<file path="src/rtl/load_store_unit.sv">
// load_store_unit: byte-addressed load/store front end for a word-wide data_memory.
// Sub-word stores read-modify-write; loads return sign/zero-extended lanes.
`default_nettype none
`timescale 1ns/1ps

module load_store_unit #(
   parameter int WORD_SIZE      = 64,
   parameter int DATA_ADDR_SIZE = 8
) (
   input  logic                        clk,
   input  logic                        rst_n,
   input  logic                        req_valid,
   output logic                        req_ready,
   input  logic                        req_write,
   input  logic [1:0]                  req_size,
   input  logic                        req_signed,
   input  logic [DATA_ADDR_SIZE+2:0]   req_addr,
   input  logic [WORD_SIZE-1:0]        req_wdata,
   output logic                        resp_valid,
   input  logic                        resp_ready,
   output logic [WORD_SIZE-1:0]        resp_data,
   output logic                        resp_err,
   output logic                        mem_en,
   output logic                        mem_write,
   output logic [DATA_ADDR_SIZE-1:0]   mem_addr,
   output logic [WORD_SIZE-1:0]        mem_data,
   input  logic [WORD_SIZE-1:0]        mem_rdata
);

   typedef enum logic [2:0] {
      IDLE = 3'd0,
      RD   = 3'd1,
      WT   = 3'd2,
      WR   = 3'd3,
      RESP = 3'd4
   } state_t;

   state_t                      state;
   state_t                      state_nxt;

   logic                        l_write;
   logic [1:0]                  l_size;
   logic                        l_signed;
   logic [DATA_ADDR_SIZE+2:0]   l_addr;
   logic [WORD_SIZE-1:0]        l_wdata;
   logic [WORD_SIZE-1:0]        cap;

   logic                        misaligned;
   logic                        accept;
   logic [5:0]                  lane_shift;
   logic [WORD_SIZE-1:0]        lane_mask;
   logic [WORD_SIZE-1:0]        shifted;
   logic [WORD_SIZE-1:0]        load_val;
   logic [WORD_SIZE-1:0]        merged;

   always_comb begin
      misaligned = 1'b0;
      case (req_size)
         2'b00: misaligned = 1'b0;
         2'b01: misaligned = req_addr[0];
         2'b10: misaligned = |req_addr[1:0];
         2'b11: misaligned = |req_addr[2:0];
      endcase
   end

   assign accept     = (state == IDLE) && req_valid;
   assign lane_shift = {l_addr[2:0], 3'b000};
   assign shifted    = mem_rdata >> lane_shift;

   always_comb begin
      lane_mask = '1;
      load_val  = shifted;
      case (l_size)
         2'b00: begin
            lane_mask = {{(WORD_SIZE-8){1'b0}}, 8'hFF};
            load_val  = {{(WORD_SIZE-8){l_signed & shifted[7]}}, shifted[7:0]};
         end
         2'b01: begin
            lane_mask = {{(WORD_SIZE-16){1'b0}}, 16'hFFFF};
            load_val  = {{(WORD_SIZE-16){l_signed & shifted[15]}}, shifted[15:0]};
         end
         2'b10: begin
            lane_mask = {{(WORD_SIZE-32){1'b0}}, 32'hFFFF_FFFF};
            load_val  = {{(WORD_SIZE-32){l_signed & shifted[31]}}, shifted[31:0]};
         end
         2'b11: begin
            lane_mask = '1;
            load_val  = shifted;
         end
      endcase
   end

   // Replace only the addressed lanes of the previously read word.
   assign merged = (cap & ~(lane_mask << lane_shift)) | ((l_wdata & lane_mask) << lane_shift);

   always_ff @(posedge clk or negedge rst_n) begin
      if (!rst_n) begin
         state <= IDLE;
      end else begin
         state <= state_nxt;
      end
   end

   always_comb begin
      state_nxt  = state;
      req_ready  = 1'b0;
      resp_valid = 1'b0;
      mem_en     = 1'b0;
      mem_write  = 1'b0;
      case (state)
         IDLE: begin
            req_ready = rst_n;
            if (req_valid) begin
               if (misaligned) begin
                  state_nxt = RESP;
               end else if (req_write && (req_size == 2'b11)) begin
                  state_nxt = WR;
               end else begin
                  state_nxt = RD;
               end
            end
         end
         RD: begin
            mem_en    = 1'b1;
            state_nxt = WT;
         end
         WT: begin
            state_nxt = l_write ? WR : RESP;
         end
         WR: begin
            mem_en    = 1'b1;
            mem_write = 1'b1;
            state_nxt = RESP;
         end
         RESP: begin
            resp_valid = 1'b1;
            if (resp_ready) begin
               state_nxt = IDLE;
            end
         end
         default: state_nxt = IDLE;
      endcase
   end

   always_ff @(posedge clk or negedge rst_n) begin
      if (!rst_n) begin
         l_write   <= 1'b0;
         l_size    <= 2'b00;
         l_signed  <= 1'b0;
         l_addr    <= '0;
         l_wdata   <= '0;
         cap       <= '0;
         resp_data <= '0;
         resp_err  <= 1'b0;
      end else if (accept) begin
         l_write   <= req_write;
         l_size    <= req_size;
         l_signed  <= req_signed;
         l_addr    <= req_addr;
         l_wdata   <= req_wdata;
         resp_data <= '0;
         resp_err  <= misaligned;
      end else if (state == WT) begin
         cap <= mem_rdata;
         if (!l_write) begin
            resp_data <= load_val;
         end
      end
   end

   assign mem_addr = l_addr[DATA_ADDR_SIZE+2:3];
   assign mem_data = (state != WR) ? '0 : ((l_size == 2'b11) ? l_wdata : merged);

endmodule

`default_nettype wire

</file>
<file path="config.mk">
export PLATFORM = sky130hd
export DESIGN_NAME = load_store_unit
export DESIGN_NICKNAME = d
export VERILOG_FILES = /design/src/rtl/load_store_unit.sv
export SDC_FILE = /design/constraint.sdc
export NUM_CORES = 1
export LEC_CHECK = 0
export BUFFER_PORTS_ARGS = -buffer_cell sky130_fd_sc_hd__buf_2
export CAP_MARGIN = 20
export CORE_ASPECT_RATIO = 1.25
export CORE_MARGIN = 4
export CORE_UTILIZATION = 55
export CTS_CLUSTER_DIAMETER = 200
export DETAILED_ROUTE_END_ITERATION = 10
export GPL_ROUTABILITY_DRIVEN = 1
export GPL_TIMING_DRIVEN = 0
export PLACE_DENSITY = 0.88
export SYNTH_ARGS = -nofsm -noshare
export SYNTH_HDL_FRONTEND = slang
export SYNTH_SLANG_ARGS = --single-unit
</file>
<file path="constraint.sdc">
create_clock -name clk -period 3.7 [get_ports clk]
set_clock_uncertainty 0.1 [all_clocks]
set_input_delay 0.925 -clock clk [delete_from_list [all_inputs] [get_ports clk]]
set_output_delay 0.925 -clock clk [all_outputs]
set_load 0.005 [all_outputs]
</file>
==> flow_metrics.py, run 1 <==
metrics = {
    "critical_path": {
        "cp_cell_sequence": "buf_2 -> buf_4 -> inv_1 -> nor3_4 -> buf_4 -> a221oi_1 -> a21oi_1 -> buf_2",
        "crit_slowest_cell": "a221oi_1",
        "end_kind": "primary output",
        "cp-start-kind": "flip-flop",
        "worstSetupPathType": "flip-flop to primary output",
        "critical-path-max-stage-delay_ns": 0.52,
        "crit_fanout": 10,
        "arrival_ns": 2.66,
        "cp.required_ns": 2.67,
    },
    "timing": {
        "period_share_pct": 99.7,
        "worst_pin_slew_ns": 1.17,
        "fin_crit_ns": 3.69,
        "rsz0062_at_grt": "yes",
        "hold_viol": 0,
        "max_freq_ghz": 0.271,
        "setup_violations": 0,
        "max-slew-margin-rel_pct": 21.8,
        "slew_violations": 0,
    },
    "power": {
        "p_per_area_nw_per_um2": 1030,
        "power.leakage_nw": 7.09,
        "peakVddDrop_mv": 0.653,
        "power_switching_w": 0.00718,
        "p_clk_share_pct": 14.6,
        "total_power_w": 0.0156,
        "switching_share_pct": 46.0,
        "power.internal_w": 0.00844,
        "seqPwrFrac_pct": 29.3,
        "combPwrFrac_pct": 56.1,
    },
    "synth": {
        "avgSynthCellArea_um2": 10.1,
        "synthArstFlopShare_pct": 100,
        "dominantRegCellSynth": "dfrtp_1",
        "synth.cell_area_um2": 12200,
        "syn_inst": 1215,
        "syn_nets": 1362,
        "synthDistinctLibCells": 62,
        "ys_warn_count": 0,
        "synth_edf_count": 0,
        "ys_ff_latch": 211,
        "yosysSeqAreaShare_pct": 43.2,
    },
    "global_routing": {
        "antenna_found_initial": 0,
        "track_usage_pct": 41.4,
        "grt_max_degree": 116,
        "grt_pass1_vias": 12400,
        "grt_overflow_total": 0,
        "grt_pass1_wl_um": 76700,
    },
    "final_layout": {
        "drive_gt1_share_pct": 42.6,
        "num-nets-final": 1685,
        "syn_to_final_growth_pct": 24.6,
        "fillers": 1681,
        "n_antenna_cell": 0,
        "finalInstanceArea_um2": 15200,
    },
    "clock_tree": {
        "cts_sinks": 211,
        "clk_pin_slew_worst_paths_ns": 0.07,
        "cts_root_buf": "clkbuf_16",
        "ctsHoldBuffers": 0,
        "numCtsBuffers": 22,
        "cts_buffer_depth": 3,
        "htreeDepth": 1,
        "clkLatencyLatePin_ns": 0.52,
        "cts_tree": "done",
    },
    "placed_design": {
        "io_buffers": 287,
        "place_hpwl_um": 40100,
        "gp_congestion": 1.02,
        "placed_area_um2": 14000,
    },
    "floorplan": {
        "die-area_um2": 24700,
        "ios": 288,
        "std_cell_rows": 60,
        "fp.coreArea_um2": 21700,
        "start_util_pct": 56.3,
        "die_h_um": 175,
        "fp.dieW_um": 141,
    },
    "detailed_routing": {
        "drt_pass1_iterations": 7,
        "wl_per_cell_um": 28.6,
        "wirelength_um": 52400,
        "antenna_left": 0,
        "vias": 12300,
        "drc_errors": 0,
        "viasPerCell": 6.72,
        "drt_iter0_drc": 1444,
    },
    "job": {
        "cap_violations": 0,
    },
    "outcome": {
        "status": "finished clean",
    },
    "worst_hold_path": {
        "hp-class": "input port to async pin",
    },
}
## timing repair
action	in CTS	in global routing
pin swaps	5	12
endpoints found under the setup margin	59	60
gates resized for setup	66	72
buffers inserted	6	7
## through the flow
step / hold slack (ns) / worst slack (ns) / instances / TNS (ns) / utilization, %
after CTS: 0.347 / -0.0263 / 1825 / -0.0584 / 69.1
after global routing: 0.365 / -0.0605 / 1831 / -0.193 / 70.2
final: 0.307 / 0.0108 / 1831 / 0 / 70.2
after detailed placement: 0.367 / -0.0530 / 1782 / -0.149 / 64.7
after floorplan: 0.373 / 0.935 / 1215 / 0 / -
after global placement: 0.359 / -2.17 / 1781 / -366.98 / 64.5
## registers in the layout, indices dropped and copies added, names as in the netlist
signal     flops
cap           64
l_wdata       64
resp_data     64
l_addr        11
state          3
l_size         2
l_signed       1
l_write        1
resp_err       1
## power by group through the flow
stage	registers (W)	logic, W	clock network [W]
4_1_cts	0.00448	0.00826	0.00228
5_1_grt	0.00463	0.00922	0.00238
6_report	0.00458	0.00877	0.00227
3_3_place_gp	0.00443	0.00770	0
3_5_place_dp	0.00448	0.00786	0
2_1_floorplan	0.00400	0.00532	0
## critical path, delay by kind of cell (launching register included)
kind | cells | cell delay, ns
buffers and inverters | 5 | 0.96
AOI/OAI and AO/OA | 2 | 0.70
DFF | 1 | 0.40
and+or+nand+nor | 1 | 0.08
## layout make-up
cell class                      instances  area (um2)  share of cell area, %
Buffer                                114         734                   4.82
Clock buffer                           26         597                   3.92
Clock inverter                         12         125                  0.822
Inverter                                8        31.3                  0.205
Multi-Input combinational cell        880        6530                   42.9
Sequential cell                       211        5280                   34.7
Tap cell                              279         349                   2.29
Timing Repair Buffer                  301        1580                   10.3
## Yosys cell counts (15+ instances only)
cell        n  area [um2]
nor3_1     39         195
a21oi_1    61         305
o21ai_1    27         135
nand2_1   135         507
nand3_1    15        75.1
a221oi_1   17         149
dfrtp_1   211        5280
buf_2      40         200
mux2i_1    45         450
clkbuf_1   46         173
a211oi_1   18         135
a22oi_1    28         210
o21ai_0    99         495
nor2_1     70         263
mux2_2    163        1840
buf_4      17         128
## worst paths after layout
path / slack [ns] / startpoint / cells after the start / to
worst max-delay path: 0.01 / l_addr[2] / 8 / mem_data[34]
worst min-delay path: 0.31 / rst_n / 1 / resp_data[3]
worst max register to register: 0.93 / l_addr[2] / 8 / resp_data[63]
worst min register to register: 0.37 / resp_data[42] / 2 / resp_data[42]
max in group asynchronous: 2.13 / rst_n / 2 / l_wdata[52]
min in group clk: 0.37 / resp_data[42] / 2 / resp_data[42]
## cells in the final DEF, fill, tap and decap left out, drive strengths merged, types with 8 or more instances in the layout
master,instances
a31oi,12
dfrtp,211
and3b,10
mux4,14
o22ai,10
clkinv,8
mux2,163
a211oi,19
mux2i,45
a22oi,28
nor3,40
buf,369
nor2b,8
nand3,15
o21ai,126
nand2,135
a21oi,61
clkbuf,72
a22o,10
a222oi,13
nor2,72
a221oi,19
## cell families after synthesis
family                 Yosys count  synth area share [%]
multiplexers                   222                  21.3
AO/OA/AOI/OAI                  345                  18.3
buffers and inverters          124                  5.31
flip-flops                     211                  43.2
AND/OR/NAND/NOR                313                  11.8
## per-layer routing
layer | part of all wire [%] | global-route usage [%] | wire, um
met4 | 9.0 | 29.8 | 4720
met1 | 35 | 50.4 | 18500
met3 | 8.8 | 6.57 | 4610
met5 | 0 | 0 | 0
met2 | 47 | 66.6 | 24600
Power figures use the tool's default switching activity.
==> run 2, diff against run 1 <==
CELL_PAD_IN_SITES_DETAIL_PLACEMENT = 0   (was not set)
CELL_PAD_IN_SITES_GLOBAL_PLACEMENT = 1   (was not set)
CORE_UTILIZATION = 45   (was 55)
PLACE_DENSITY = 0.93   (was 0.88)
==> run 2 against run 1 <==
Against the previous run: worst hold slack got worse by 0.030 ns; global-route usage fell by 7.5 points; maximum frequency barely moved; via count fell by 3.1%; cell count is 3.9% higher; utilization down 12 points; count of clock-buffer cells in the layout up 6; critical endpoint is now mem_data[52]; largest power group unchanged; highest routed layer unchanged.
==> flow_metrics.py, run 2 (synthesis results as in run 1) <==
metrics = {
    "floorplan": {
        "fp.coreArea_um2": 26800,
        "std_cell_rows": 67,
        "fp.dieW_um": 155,
        "die-area_um2": 29900,
        "ios": 288,
        "die_h_um": 192,
        "start_util_pct": 45.5,
    },
    "critical_path": {
        "worstSetupPathType": "flip-flop to primary output",
        "cp-start-kind": "flip-flop",
        "reg2reg_slack_ns": 0.71,
        "regToRegStartpoint": "l_addr[0]",
        "worstRegToRegCells": 10,
        "crit_fanout": 10,
        "cp.required_ns": 2.67,
        "r2r_end": "resp_data[59]",
        "end_kind": "primary output",
        "arrival_ns": 2.67,
    },
    "detailed_routing": {
        "wirelength_um": 52300,
        "wl_per_cell_um": 27.5,
        "viasPerCell": 6.27,
        "drt_pass1_iterations": 7,
        "drc_errors": 0,
        "drt_iter0_drc": 1120,
        "vias": 11900,
        "antenna_left": 0,
    },
    "clock_tree": {
        "cts_tree": "done",
        "cts_sinks": 211,
        "clkLatencyLatePin_ns": 0.53,
        "cts_root_buf": "clkbuf_16",
        "numCtsBuffers": 22,
        "htreeDepth": 1,
        "cts_buffer_depth": 3,
        "clk_pin_slew_worst_paths_ns": 0.06,
    },
    "global_routing": {
        "grt_max_degree": 127,
        "grt_pass1_wl_um": 75800,
        "track_usage_pct": 33.9,
        "grt_overflow_total": 0,
        "antenna_found_initial": 0,
        "grt_pass1_vias": 11900,
    },
    "timing": {
        "worst_pin_slew_ns": 0.917,
        "max_freq_ghz": 0.271,
        "setup_violations": 0,
        "slew_violations": 0,
        "max-slew-margin-rel_pct": 37.1,
        "rsz0062_at_grt": "yes",
        "whs_ns": 0.277,
        "fin_crit_ns": 3.69,
        "period_share_pct": 99.8,
        "hold_viol": 0,
    },
    "placed_design": {
        "placed_area_um2": 14100,
        "io_buffers": 287,
        "place_hpwl_um": 41300,
        "gp_congestion": 1.00,
        "dpl.cell_count": 1848,
    },
    "final_layout": {
        "drive_gt1_share_pct": 43.0,
        "reg_top3": "cap: 64 flops, l_wdata: 64 flops, resp_data: 64 flops",
        "stdcell_count": 1902,
        "syn_to_final_growth_pct": 27.3,
        "fillers": 2418,
        "mostFrequentLayoutCell": "buf_2",
        "multi_input_area_um2": 6580,
        "n_antenna_cell": 0,
        "final_cell_mix": "buf_2 (312), dfrtp_1 (210), mux2_2 (160), nand2_1 (131), o21ai_0 (82)",
        "num-nets-final": 1689,
        "final-seq-area_um2": 5280,
        "finalInstanceArea_um2": 15600,
    },
    "outcome": {
        "status": "finished clean",
    },
    "job": {
        "cap_violations": 0,
    },
    "power": {
        "total_power_w": 0.0160,
        "p_per_area_nw_per_um2": 1030,
        "power.leakage_nw": 7.21,
        "peakVddDrop_mv": 0.463,
    },
    "worst_hold_path": {
        "hp-class": "input port to async pin",
    },
}
## run 2: cell count changes in the layout (fill, tap and decap cells not counted), sizes merged
cell,before,now
clkinv,8,1
buf,369,370
bufinv,2,5
clkinvlp,3,2
clkbuf,72,81
## run 2: what timing repair did
| action | in CTS | in global routing |
|---|---|---|
| gates cloned | 0 | 1 |
| endpoints found under the setup margin | 64 | 63 |
| pin swaps | 11 | 15 |
| buffers inserted | 11 | 6 |
| hold buffers | 0 | 0 |
| resized for setup | 80 | 79 |
## run 2: worst max path at each step
stage	startpoint	endpoint	slack [ns]	cells past startpoint
6_report	l_addr[0]	mem_data[52]	0.007	10
5_1_grt	l_addr[0]	mem_data[52]	-0.04	10
4_1_cts	l_size[0]	mem_data[47]	-0.008	8
3_5_place_dp	l_addr[1]	mem_data[48]	-0.09	8
3_3_place_gp	rst_n	req_ready	-2.20	3
2_1_floorplan	l_addr[0]	mem_data[29]	0.93	8
## run 2: worst max-delay path: stages, from the launching register on
cell       delay (ns)
dfrtp_1          0.39
buf_6            0.13
buf_12           0.14
buf_12           0.15
buf_6            0.17
buf_4            0.20
nand3_1          0.19
o2111ai_2        0.16
a221oi_1         0.39
nor2_1           0.09
buf_2            0.13
## run 2: cell type report
class                           count  share of cell area (%)
Buffer                            112                    4.86
Clock buffer                       32                    4.17
Clock inverter                      7                    1.07
Inverter                            8                   0.225
Multi-Input combinational cell    880                    42.3
Sequential cell                   211                    33.9
Tap cell                          345                    2.77
Timing Repair Buffer              307                    10.7
## run 2: metrics by stage
step / setup slack (ns) / TNS, ns / utilization (%)
floorplan: 0.935 / 0 / -
global placement: -2.20 / -374.02 / 52.5
detailed placement: -0.0907 / -0.261 / 52.6
CTS: -0.00823 / -0.0131 / 56.9
global route: -0.0422 / -0.0979 / 58.0
finish: 0.00727 / 0 / 58.0
## run 2: report_power, final
group          internal (W)  switching, W  total, W
Combinational       0.00391       0.00509   0.00899
Clock               0.00157      0.000946   0.00251
Sequential          0.00342       0.00111   0.00453
Total               0.00890       0.00714    0.0160
## run 2: routing by layer
metal | up-vias | wire [um] | track usage (%)
li1 | 5168 | - | -
met1 | 5857 | 19400 | 41.7
met2 | 724 | 25500 | 57.4
met3 | 176 | 3770 | 3.99
met4 | 0 | 3560 | 20.1
met5 | - | 0 | 0
==> run 3, diff against run 2 <==
--- a/constraint.sdc
+++ b/constraint.sdc
@@ -4,2 +4,2 @@
 set_output_delay 0.925 -clock clk [all_outputs]
-set_load 0.005 [all_outputs]
+set_load 0.1 [all_outputs]
==> run 3 against run 2 <==
Against the previous run: the flow now finishes with violations (setup timing); routed wire length increased by 0.71%; first-iteration DRC count increased by 0.54%; critical endpoint is now mem_data[31]; maximum frequency decreased by 3.0%; critical path depth decreased by 1; via count increased by 1.2%.
==> flow_metrics.py, run 3 (synthesis results as in run 1) <==
metrics = {
    "power": {
        "peakVddDrop_mv": 0.764,
        "power.leakage_nw": 7.38,
        "p_per_area_nw_per_um2": 1170,
        "total_power_w": 0.0194,
    },
    "timing": {
        "rsz0062_at_grt": "yes",
        "worst_pin_slew_ns": 1.09,
        "max_freq_ghz": 0.263,
        "hold_viol": 0,
        "setup_ws_ns": -0.109,
        "max-slew-margin-rel_pct": 27.4,
        "slew_violations": 0,
        "period_share_pct": 103,
        "tns_ns": -0.659,
        "fin_crit_ns": 3.81,
        "setup_violations": 14,
    },
    "final_layout": {
        "final_core_util_pct": 61.9,
        "fillers": 2259,
        "syn_to_final_growth_pct": 36.0,
        "stdcell_count": 1917,
        "num-nets-final": 1704,
        "reg_top3": "cap: 64 flops, l_wdata: 64 flops, resp_data: 64 flops",
        "mostFrequentLayoutCell": "buf_2",
        "final-seq-area_um2": 5280,
        "final_cell_mix": "buf_2 (248), dfrtp_1 (210), mux2_2 (160), nand2_1 (129), o21ai_0 (78)",
        "multi_input_area_um2": 7000,
        "n_antenna_cell": 0,
        "drive_gt1_share_pct": 49.3,
    },
    "global_routing": {
        "antenna_found_initial": 0,
        "grt_pass1_vias": 11900,
        "grt_pass1_wl_um": 75500,
        "track_usage_pct": 33.8,
        "grt_overflow_total": 0,
        "grt_max_degree": 90,
    },
    "detailed_routing": {
        "vias": 12100,
        "drt_pass1_iterations": 10,
        "drt_iter0_drc": 1126,
        "viasPerCell": 6.29,
        "drc_errors": 0,
        "wirelength_um": 52700,
        "antenna_left": 0,
        "wl_per_cell_um": 27.5,
    },
    "clock_tree": {
        "cts_buffer_depth": 3,
        "cts_root_buf": "clkbuf_16",
        "cts_tree": "done",
        "clkLatencyLatePin_ns": 0.53,
        "htreeDepth": 1,
        "numCtsBuffers": 22,
        "cts_sinks": 211,
        "clk_pin_slew_worst_paths_ns": 0.06,
    },
    "outcome": {
        "violations": "setup timing",
        "status": "complete, but fails checks",
    },
    "floorplan": {
        "fp.coreArea_um2": 26800,
        "die-area_um2": 29900,
        "fp.dieW_um": 155,
        "ios": 288,
        "start_util_pct": 45.5,
        "std_cell_rows": 67,
        "die_h_um": 192,
    },
    "critical_path": {
        "crit_buf_inv": 4,
        "crit_slowest_cell": "a222oi_1",
        "cp-start-kind": "flip-flop",
        "critical-path-max-stage-delay_ns": 0.50,
        "cp_cell_sequence": "buf_6 -> buf_12 -> buf_8 -> mux2_4 -> nand3_2 -> a21bo_4 -> a222oi_1 -> nor2_2 -> buf_12",
        "worstRegToRegCells": 9,
        "cp.required_ns": 2.67,
        "crit_fanout": 5,
        "cp_top_family": "compound AO/OA/AOI/OAI gates",
        "path_common_cell": "buf_12",
        "worstSetupPathType": "flip-flop to primary output",
        "arrival_ns": 2.78,
        "crit_cells": 9,
        "end_kind": "primary output",
    },
    "placed_design": {
        "io_buffers": 287,
        "gp_congestion": 1.07,
        "place_hpwl_um": 40600,
        "dpl.cell_count": 1849,
    },
    "job": {
        "cap_violations": 0,
    },
    "worst_hold_path": {
        "hp-class": "input port to async pin",
    },
}
-- run 3: changes by cell type in the layout (fill, tap and decap cells not counted), sizes merged --
cell	delta
buf	+11
bufinv	-3
clkinv	+6
clkinvlp	+2
inv	-1
-- run 3: cell type report --
type,count,area share (%)
Clock buffer,28,3.75
Clock inverter,11,0.776
Timing Repair Buffer,322,13.8
Multi-Input combinational cell,880,42.1
Inverter,8,0.233
Sequential cell,211,31.8
Buffer,112,4.91
Tap cell,345,2.60
-- run 3: what timing repair did --
| action | CTS | global route |
|---|---|---|
| buffers inserted | 15 | 15 |
| setup endpoints to repair | 64 | 60 |
| cloned | 0 | 3 |
| pin swaps | 26 | 26 |
| hold endpoints to repair | 0 | 0 |
| gates resized for setup | 245 | 98 |
| hold buffers | 0 | 0 |
-- run 3: power by group --
| part | internal (W) | switching, W |
|---|---|---|
| Clock | 0.00134 | 0.000998 |
| Sequential | 0.00342 | 0.00114 |
| Combinational | 0.00429 | 0.00824 |
| Total | 0.00905 | 0.0104 |
-- run 3: final timing paths --
path | startpoint | end | slack, ns
worst max-delay path | l_addr[0] | mem_data[31] | -0.11
worst min-delay path | rst_n | l_addr[9] | 0.20
worst max register to register | l_addr[0] | resp_data[54] | 0.84
worst min register to register | resp_data[43] | resp_data[43] | 0.38
max in group asynchronous | rst_n | resp_data[32] | 2.19
min in group clk | resp_data[43] | resp_data[43] | 0.38
-- run 3: per-layer routing --
metal	up-vias	global-route usage, %	share of wire, %
li1	5179	-	-
met1	5857	41.5	36
met5	-	0	0
met4	0	21.5	8.6
met2	787	55.4	47
met3	241	5.23	8.7
-- run 3: stage by stage --
stage                     worst slack [ns]  hold slack (ns)  instance area (um2)
after floorplan                     0.0228            0.375                12500
after global placement               -2.79            0.358                14300
after detailed placement            -0.304            0.366                14400
after CTS                          -0.0492            0.217                16000
after global routing                -0.104            0.232                16600
final                               -0.109            0.199                16600
